[config.mk]
export PLATFORM = sky130hd
export DESIGN_NAME = btn_debounce
export DESIGN_NICKNAME = d
export VERILOG_FILES = /design/src/rtl/debounce_pkg.sv /design/src/rtl/sync2.sv /design/src/rtl/btn_debounce.sv
export SDC_FILE = /design/constraint.sdc
export NUM_CORES = 1
export LEC_CHECK = 0
export ABC_AREA = 1
export CORE_ASPECT_RATIO = 1.75
export CORE_MARGIN = 2
export CORE_UTILIZATION = 50
export DETAILED_ROUTE_END_ITERATION = 12
export PLACE_DENSITY = 0.66
export SLEW_MARGIN = 20
export SYNTH_ARGS = -nofsm -noshare
export SYNTH_HDL_FRONTEND = slang
export SYNTH_SLANG_ARGS = --single-unit
[constraint.sdc]
create_clock -name clk -period 2.6 [get_ports clk]
set_clock_uncertainty 0.05 [all_clocks]
set_input_delay 0.26 -clock clk [delete_from_list [all_inputs] [get_ports clk]]
set_output_delay 0.26 -clock clk [all_outputs]
set_load 0.1 [all_outputs]
[src/rtl/debounce_pkg.sv]
// Shared types and constants for the button debouncer.
package debounce_pkg;

   localparam int MS_PER_S = 1000;

   typedef enum logic [1:0] {
      LOW     = 2'd0,
      TO_HIGH = 2'd1,
      HIGH    = 2'd2,
      TO_LOW  = 2'd3
   } db_state_t;

endpackage

[src/rtl/sync2.sv]
// Two-flop synchronizer for a single asynchronous level; cleared to 0 on reset.
module sync2 (
   input  logic clk,
   input  logic rst,
   input  logic d,
   output logic q
);

   logic r_meta;
   logic r_sync;

   always_ff @(posedge clk) begin
      if (!rst) begin
         r_meta <= 1'b0;
         r_sync <= 1'b0;
      end else begin
         r_meta <= d;
         r_sync <= r_meta;
      end
   end

   assign q = r_sync;

endmodule

[src/rtl/btn_debounce.sv]
// Button debouncer: 2-flop sync, then level must hold STABLE+1 samples before it flips.
// Define BTN_DEBOUNCE_TOGGLE_EN to enable the press-toggle output; otherwise toggle is tied 0.
module btn_debounce
   import debounce_pkg::*;
#(
   parameter int fpga_freq   = 50_000_000,
   parameter int debounce_ms = 10
) (
   input  logic clk,
   input  logic rst,
   input  logic btn,
   output logic level,
   output logic rise,
   output logic fall,
   output logic toggle
);

   localparam int STABLE_RAW = fpga_freq / MS_PER_S * debounce_ms;
   localparam int STABLE     = (STABLE_RAW < 1) ? 1 : STABLE_RAW;
   localparam int CNT_W      = $clog2(STABLE + 1);
   localparam logic [CNT_W-1:0] CNT_LAST = CNT_W'(STABLE - 1);

   logic             w_s;
   db_state_t        r_state;
   db_state_t        w_state_nxt;
   logic [CNT_W-1:0] r_cnt;
   logic [CNT_W-1:0] w_cnt_nxt;
   logic             w_rise_nxt;
   logic             w_fall_nxt;
   logic             w_level_nxt;
   logic             r_level;
   logic             r_rise;
   logic             r_fall;

   sync2 u_sync (
      .clk (clk),
      .rst (rst),
      .d   (btn),
      .q   (w_s)
   );

   // cnt restarts at 0 on every state change, so it only ever counts a single run
   always_comb begin
      w_state_nxt = r_state;
      w_cnt_nxt   = '0;
      w_rise_nxt  = 1'b0;
      w_fall_nxt  = 1'b0;
      case (r_state)
         LOW: begin
            if (w_s) w_state_nxt = TO_HIGH;
         end
         TO_HIGH: begin
            if (!w_s) begin
               w_state_nxt = LOW;
            end else if (r_cnt == CNT_LAST) begin
               w_state_nxt = HIGH;
               w_rise_nxt  = 1'b1;
            end else begin
               w_cnt_nxt = r_cnt + 1'b1;
            end
         end
         HIGH: begin
            if (!w_s) w_state_nxt = TO_LOW;
         end
         TO_LOW: begin
            if (w_s) begin
               w_state_nxt = HIGH;
            end else if (r_cnt == CNT_LAST) begin
               w_state_nxt = LOW;
               w_fall_nxt  = 1'b1;
            end else begin
               w_cnt_nxt = r_cnt + 1'b1;
            end
         end
         default: w_state_nxt = LOW;
      endcase
   end

   assign w_level_nxt = (w_state_nxt == HIGH) || (w_state_nxt == TO_LOW);

   always_ff @(posedge clk) begin
      if (!rst) begin
         r_state <= LOW;
         r_cnt   <= '0;
         r_level <= 1'b0;
         r_rise  <= 1'b0;
         r_fall  <= 1'b0;
      end else begin
         r_state <= w_state_nxt;
         r_cnt   <= w_cnt_nxt;
         r_level <= w_level_nxt;
         r_rise  <= w_rise_nxt;
         r_fall  <= w_fall_nxt;
      end
   end

   assign level = r_level;
   assign rise  = r_rise;
   assign fall  = r_fall;

`ifdef BTN_DEBOUNCE_TOGGLE_EN
   logic r_toggle;

   always_ff @(posedge clk) begin
      if (!rst) begin
         r_toggle <= 1'b0;
      end else if (r_rise) begin
         r_toggle <= ~r_toggle;
      end
   end

   assign toggle = r_toggle;
`else
   assign toggle = 1'b0;
`endif

endmodule

-- Word level (Yosys, flattened, before mapping)
Index checks and enable logic that the tools add are counted.
- flip-flop bits (word level): 26
- word-level logic and storage cells: 32
- $add $sub $neg: 1
- equal/unequal tests: 6
- muxes and demuxes: 12
- bitwise operators: 2
- reduce and logical (&&, ||, !) cells: 4
- operators with widths (cell ; count):
    2-to-1 mux 19 bit ; 3
    case mux 19 bit (2 select lines) ; 1
    adder 19 x 1 -> 19 bit (second input constant) ; 1
    == test 19 bit (second input constant) ; 1
    2-to-1 mux 2 bit ; 6
    == test 2 bit (second input constant) ; 4
    case mux 2 bit (4 select lines) ; 1
    AND reduction 3 bit ; 1
    OR reduction 3 bit ; 1
    == test 2 x 1 -> 1 bit (second input constant) ; 1
    logical NOT 2 bit ; 1
    inverter 1 bit ; 2
    logical OR 1 bit ; 1
    2-to-1 mux 1 bit ; 1

-- Logic depth before layout (Yosys ltp)
- word-level depth: 6
- gate-level depth with buffers: 9

-- Cells and area by module
A second synthesis with hierarchy kept.
- cells, all modules: 191
- area total of the unflattened synthesis: 1298.7 um^2
- modules (own cells, without submodules) (module ; times used ; cells each ; area each (um^2) ; seq. area each (um^2)):
    btn_debounce ; 1 ; 185 ; 1243.7 ; 480.5
    sync2 ; 1 ; 6 ; 55.1 ; 40.0

-- Least setup slack after synthesis
OpenSTA, ideal clock, no wires.
- path kind: reg2reg
- start: register r_cnt[0]
- end: register r_cnt[15]
- arrival: 1.262 ns
- required time: 2.435 ns
- setup slack: 1.174 ns
- stages on the path, launching flop included: 8
- path buffers: 1
- cell sequence: dfxtp_1 > ha_1 > nand2_1 > nor2_4 > nand3_2 > o21ai_4 > buf_6 > nor2_1
- word-level cells in the longest chain between the ends: 4
- elaborated cells between the ends (all ways): 6
- classes of those cells: 1 x add/sub; 1 x eq/ne; 4 x mux
- ends and longest elaborated chain (item ; RTL line ; source):
    from (decl) ; btn_debounce.sv:26 ; logic [CNT_W-1:0] r_cnt;
    from (signal assigned) ; btn_debounce.sv:90 ; r_cnt <= w_cnt_nxt;
    adder 19 x 1 -> 19 bit / == test 19 bit (equally long branches) ; n/a ;
    2-to-1 mux 19 bit (*) ; btn_debounce.sv:55, btn_debounce.sv:68 ;
    2-to-1 mux 19 bit (on tied branches) ; btn_debounce.sv:66, btn_debounce.sv:53 ;
    case mux 19 bit (2 select lines) (*) ; btn_debounce.sv:48 ; case (r_state)
Every way passes the cells marked *; elsewhere a longest branch is shown, timed or not.
A chain may end at the register's enable or synchronous reset.

-- Final worst setup path
- start: register r_cnt[0]
- end: register r_cnt[17]
The elaborated chain is that of the path after synthesis.

==> key figures <==
Run status
  – Status: completed

Synth
  – Area share of the leading cell type in the synthesized netlist: 42.8%
  – Main combinational cell family by area after synthesis: simple AND/OR/NAND/NOR gates
  – Number of enable flip-flop cells after synthesis: 0
  – Area share of xor/xnor cells in the synthesized design: 7.91%
  – Number of cells produced by synthesis: 176
  – Cells taking the most area after synthesis: sky130_fd_sc_hd__dfxtp_1, sky130_fd_sc_hd__nor2_1, sky130_fd_sc_hd__nand2_1, sky130_fd_sc_hd__inv_1, sky130_fd_sc_hd__xor2_1
  – Number of different library cells in the post-synthesis netlist: 20
  – Simple-gate area share of the yosys netlist: 34.6%
  – Cell type with the largest total area after synthesis: sky130_fd_sc_hd__dfxtp_1
  – Number of synthesized register bits: 26
  – Nets in the synthesized netlist: 180
  – Async S/R FF share, synth: 0%
  – Predominant post-synthesis flop cell: sky130_fd_sc_hd__dfxtp_1
  – Synth Warn #: 0
  – Share of cell area taken by muxes after synthesis: 0%
  – Part of the Yosys area used for sequential elements: 42.8%
  – Syn_area_per_cell: 6.92 µm²
  – Mapped cell area: 1220 µm²
  – Library cell with the highest instance count after synthesis: sky130_fd_sc_hd__nor2_1
  – Most instantiated cells after synthesis: sky130_fd_sc_hd__nor2_1, sky130_fd_sc_hd__nand2_1, sky130_fd_sc_hd__dfxtp_1, sky130_fd_sc_hd__inv_1
  – Compound-Gate Fraction of Synth Area: 3.80%
  – Area share of fa/ha/maj cells after synthesis: 1.03%

Hold path
  – Hold Path Cell Cnt: 2
  – Min-Delay Endpoint: u_sync.q
  – Worst Hold Launch: u_sync.r_meta
  – Class of the most critical hold timing path: flip-flop to flip-flop

Power
  – Leakage power figure: 0.499 nW
  – Total power per unit cell area: 501 nW/µm²
  – Maximum VDD drop: 0.382 mV
  – Total power draw: 0.665 mW

Finish
  – Fin nets: 188
  – Antenna diode count: 0
  – Number of fill cells in the layout: 229
  – Area growth from synthesis to layout: 9.04%
  – Multi-input logic area: 581 µm²
  – Final core utilization: 57.7%
  – Fraction of final layout cells sized beyond drive strength 1: 6.56%
  – Seq. cell area: 520 µm²

Setup path
  – Worst path arrival time: 1.78 ns
  – Cell with the largest stage delay on the worst path: sky130_fd_sc_hd__o21ai_4
  – Setup slack on the worst flop-to-flop path: 0.93 ns
  – Largest driver fanout on the critical path: 17
  – Start-to-end type of the worst setup path: flip-flop to flip-flop
  – Critical path's largest stage delay: 0.40 ns
  – Sort of element at the end of the critical path: flip-flop
  – Capture point of the worst reg-to-reg path: r_cnt[17]
  – Origin of the critical flop-to-flop path: r_cnt[0]
  – Family with the most delay on the worst path: simple AND/OR/NAND/NOR gates
  – Buffers and inverters on the worst path: 1
  – Data required time of the critical path: 2.71 ns
  – Cell count of the worst reg-to-reg path: 8
  – Critical-path cell list: ha_1, nand2_1, nor2_4, nand3_2, o21ai_4, inv_2, nand2_1, nor2_1
  – CP most frequent cell: sky130_fd_sc_hd__nand2_1
  – Startpoint types: flip-flop

Clocking
  – Clock latency at the later pin of the worst-skew pair: 0.26 ns
  – Maximum clock insertion buffer count: 2
  – Clock slew at the register clock pins of the worst setup and hold paths: 0.08 ns
  – Sink Count: 26
  – Number of instances resized during post-cts repair: 0
  – TritonCTS Buffers: 3
  – Number of buffers added for setup after CTS: 0
  – TritonCTS clock tree: built
  – Number of H-tree levels: 1
  – Master cell of the clock root buffer: sky130_fd_sc_hd__clkbuf_8
  – Hold buffer count at CTS: 0

Floorplanning
  – Die ar.: 2860 µm²
  – Floorplan die width: 41.3 µm
  – Standard-cell row count: 23
  – Core region area: 2300 µm²
  – Initial cell density of the core: 52.9%
  – Number of top-level pins: 7
  – Y dimension of the die: 69.3 µm

Route
  – DRC marker count from the first detailed-route iteration: 21
  – Detailed-route vias per instance: 4.81
  – Per-cell routed wire length: 10.2 µm
  – Total routed wirelength: 2120 µm
  – Pre-antenna DRT Iters: 4
  – Via total after detailed routing: 1000
  – Antenna-violating nets left: 0
  – Total DRC errors in the routed layout: 0

STA
  – Total of endpoints with negative setup slack in the final report: 0
  – Fmax: 0.599 GHz
  – Total count of max-transition violations in the final report: 0
  – Final number of hold-violating endpoints: 0
  – Crit share post-route: 64.2%
  – Final-layout setup total negative slack: 0 ns
  – Final min period: 1.67 ns
  – Setup repair after global routing missed its margin: no

GRT
  – Pin count of the biggest net entering global routing: 18
  – Number of antenna violations at the first check in global routing: 0
  – Overall global routing resource usage: 17.4%
  – Remaining Overflow, GRT: 0
  – Via count of the first global-routing pass: 943
  – Global-route wire length before repair: 3600 µm

Place
  – Post-DP HPWL: 1680 µm
  – Weighted congestion reported at the end of routability-driven placement: 0.777
  – Buffers added on ports: 5

Run
  – Max-cap viol count: 0
[stage by stage]
stage | setup slack [ns] | hold slack [ns] | area, µm² | std cells
6_report | 0.931 | 0.375 | 1330 | 208
3_3_place_gp | 0.971 | 0.357 | 1270 | 204
3_5_place_dp | 0.921 | 0.359 | 1270 | 204
2_1_floorplan | 1.17 | 0.303 | 1220 | 176
4_1_cts | 0.912 | 0.380 | 1330 | 208
5_1_grt | 0.777 | 0.420 | 1330 | 208
[layout by cell type, fill, tap and decap left out]
cell                              synthesis  layout
sky130_fd_sc_hd__nor2_1                  45      45
sky130_fd_sc_hd__inv_1                   25      25
sky130_fd_sc_hd__buf_4                    1       3
sky130_fd_sc_hd__nand4_1                  3       3
sky130_fd_sc_hd__inv_2                    1       1
sky130_fd_sc_hd__dfxtp_1                 26      26
sky130_fd_sc_hd__conb_1                   1       1
sky130_fd_sc_hd__o21ai_4                  1       1
sky130_fd_sc_hd__nor3_1                   3       3
sky130_fd_sc_hd__clkdlybuf4s50_1          0       2
sky130_fd_sc_hd__nor2_4                   1       1
sky130_fd_sc_hd__nand3_2                  1       1
sky130_fd_sc_hd__xor2_1                   9       9
sky130_fd_sc_hd__nand2_1                 39      39
sky130_fd_sc_hd__clkbuf_8                 0       4
sky130_fd_sc_hd__nand3_1                  9       9
sky130_fd_sc_hd__nor2_2                   1       1
sky130_fd_sc_hd__a21oi_1                  3       3
sky130_fd_sc_hd__xnor2_1                  2       2
sky130_fd_sc_hd__o21ai_0                  3       3
sky130_fd_sc_hd__ha_1                     1       1
[kinds of logic (layout without fill, tap and decap cells)]
kind of cell,after synthesis,count (layout)
AND/OR/NAND/NOR,102,102
AO/OA/AOI/OAI,7,7
flip-flops,26,26
buffers and inverters,28,35
adder cells (fa/ha/maj),1,1
XOR/XNOR,11,11
other,1,1
[worst reg2reg max path, cell delays in order, from the launching register on]
cell,delay (ns)
sky130_fd_sc_hd__dfxtp_1,0.36
sky130_fd_sc_hd__ha_1,0.18
sky130_fd_sc_hd__nand2_1,0.11
sky130_fd_sc_hd__nor2_4,0.16
sky130_fd_sc_hd__nand3_2,0.12
sky130_fd_sc_hd__o21ai_4,0.40
sky130_fd_sc_hd__inv_2,0.08
sky130_fd_sc_hd__nand2_1,0.07
sky130_fd_sc_hd__nor2_1,0.04
[worst max path at each step]
stage | to | start | slack, ns | cells after the start
finish | r_cnt[17] | r_cnt[0] | 0.93 | 8
global route | r_cnt[17] | r_cnt[0] | 0.78 | 8
CTS | r_cnt[16] | r_cnt[0] | 0.91 | 8
detailed placement | r_cnt[16] | r_cnt[0] | 0.92 | 8
global placement | r_cnt[16] | r_cnt[0] | 0.97 | 8
floorplan | r_cnt[15] | r_cnt[0] | 1.17 | 7
[final cells by class]
class / instances / share of cell area, %
multi-input cells: 122 / 43.7
well taps: 25 / 2.36
clock buffers: 4 / 4.15
repair buffers: 5 / 3.20
inverters: 26 / 7.35
flip-flops and latches: 26 / 39.2
[sequential cells by signal, indices dropped and copies added, names as in the netlist]
name	cells
r_state	2
rise	1
u_sync.q	1
level	1
fall	1
u_sync.r_meta	1
r_cnt	19
[where the power goes]
part           internal, mW  leakage (nW)  switching [mW]
combinational       0.00411         0.260          0.0102
clock                 0.135        0.0288           0.115
sequential            0.400         0.210         0.00107
total                 0.539         0.499           0.126
[layer usage]
metal  wire length [µm]  GRT usage (%)  share of wire, %  vias up
li1                   -              -                 -      547
met1                916           19.9                43      446
met3                 21           1.92              0.99        2
met2               1160           31.1                55        5
met5                  0              0                 0        -
met4                 19           4.30              0.90        0
No activity file was read; power rests on OpenSTA's default activity.
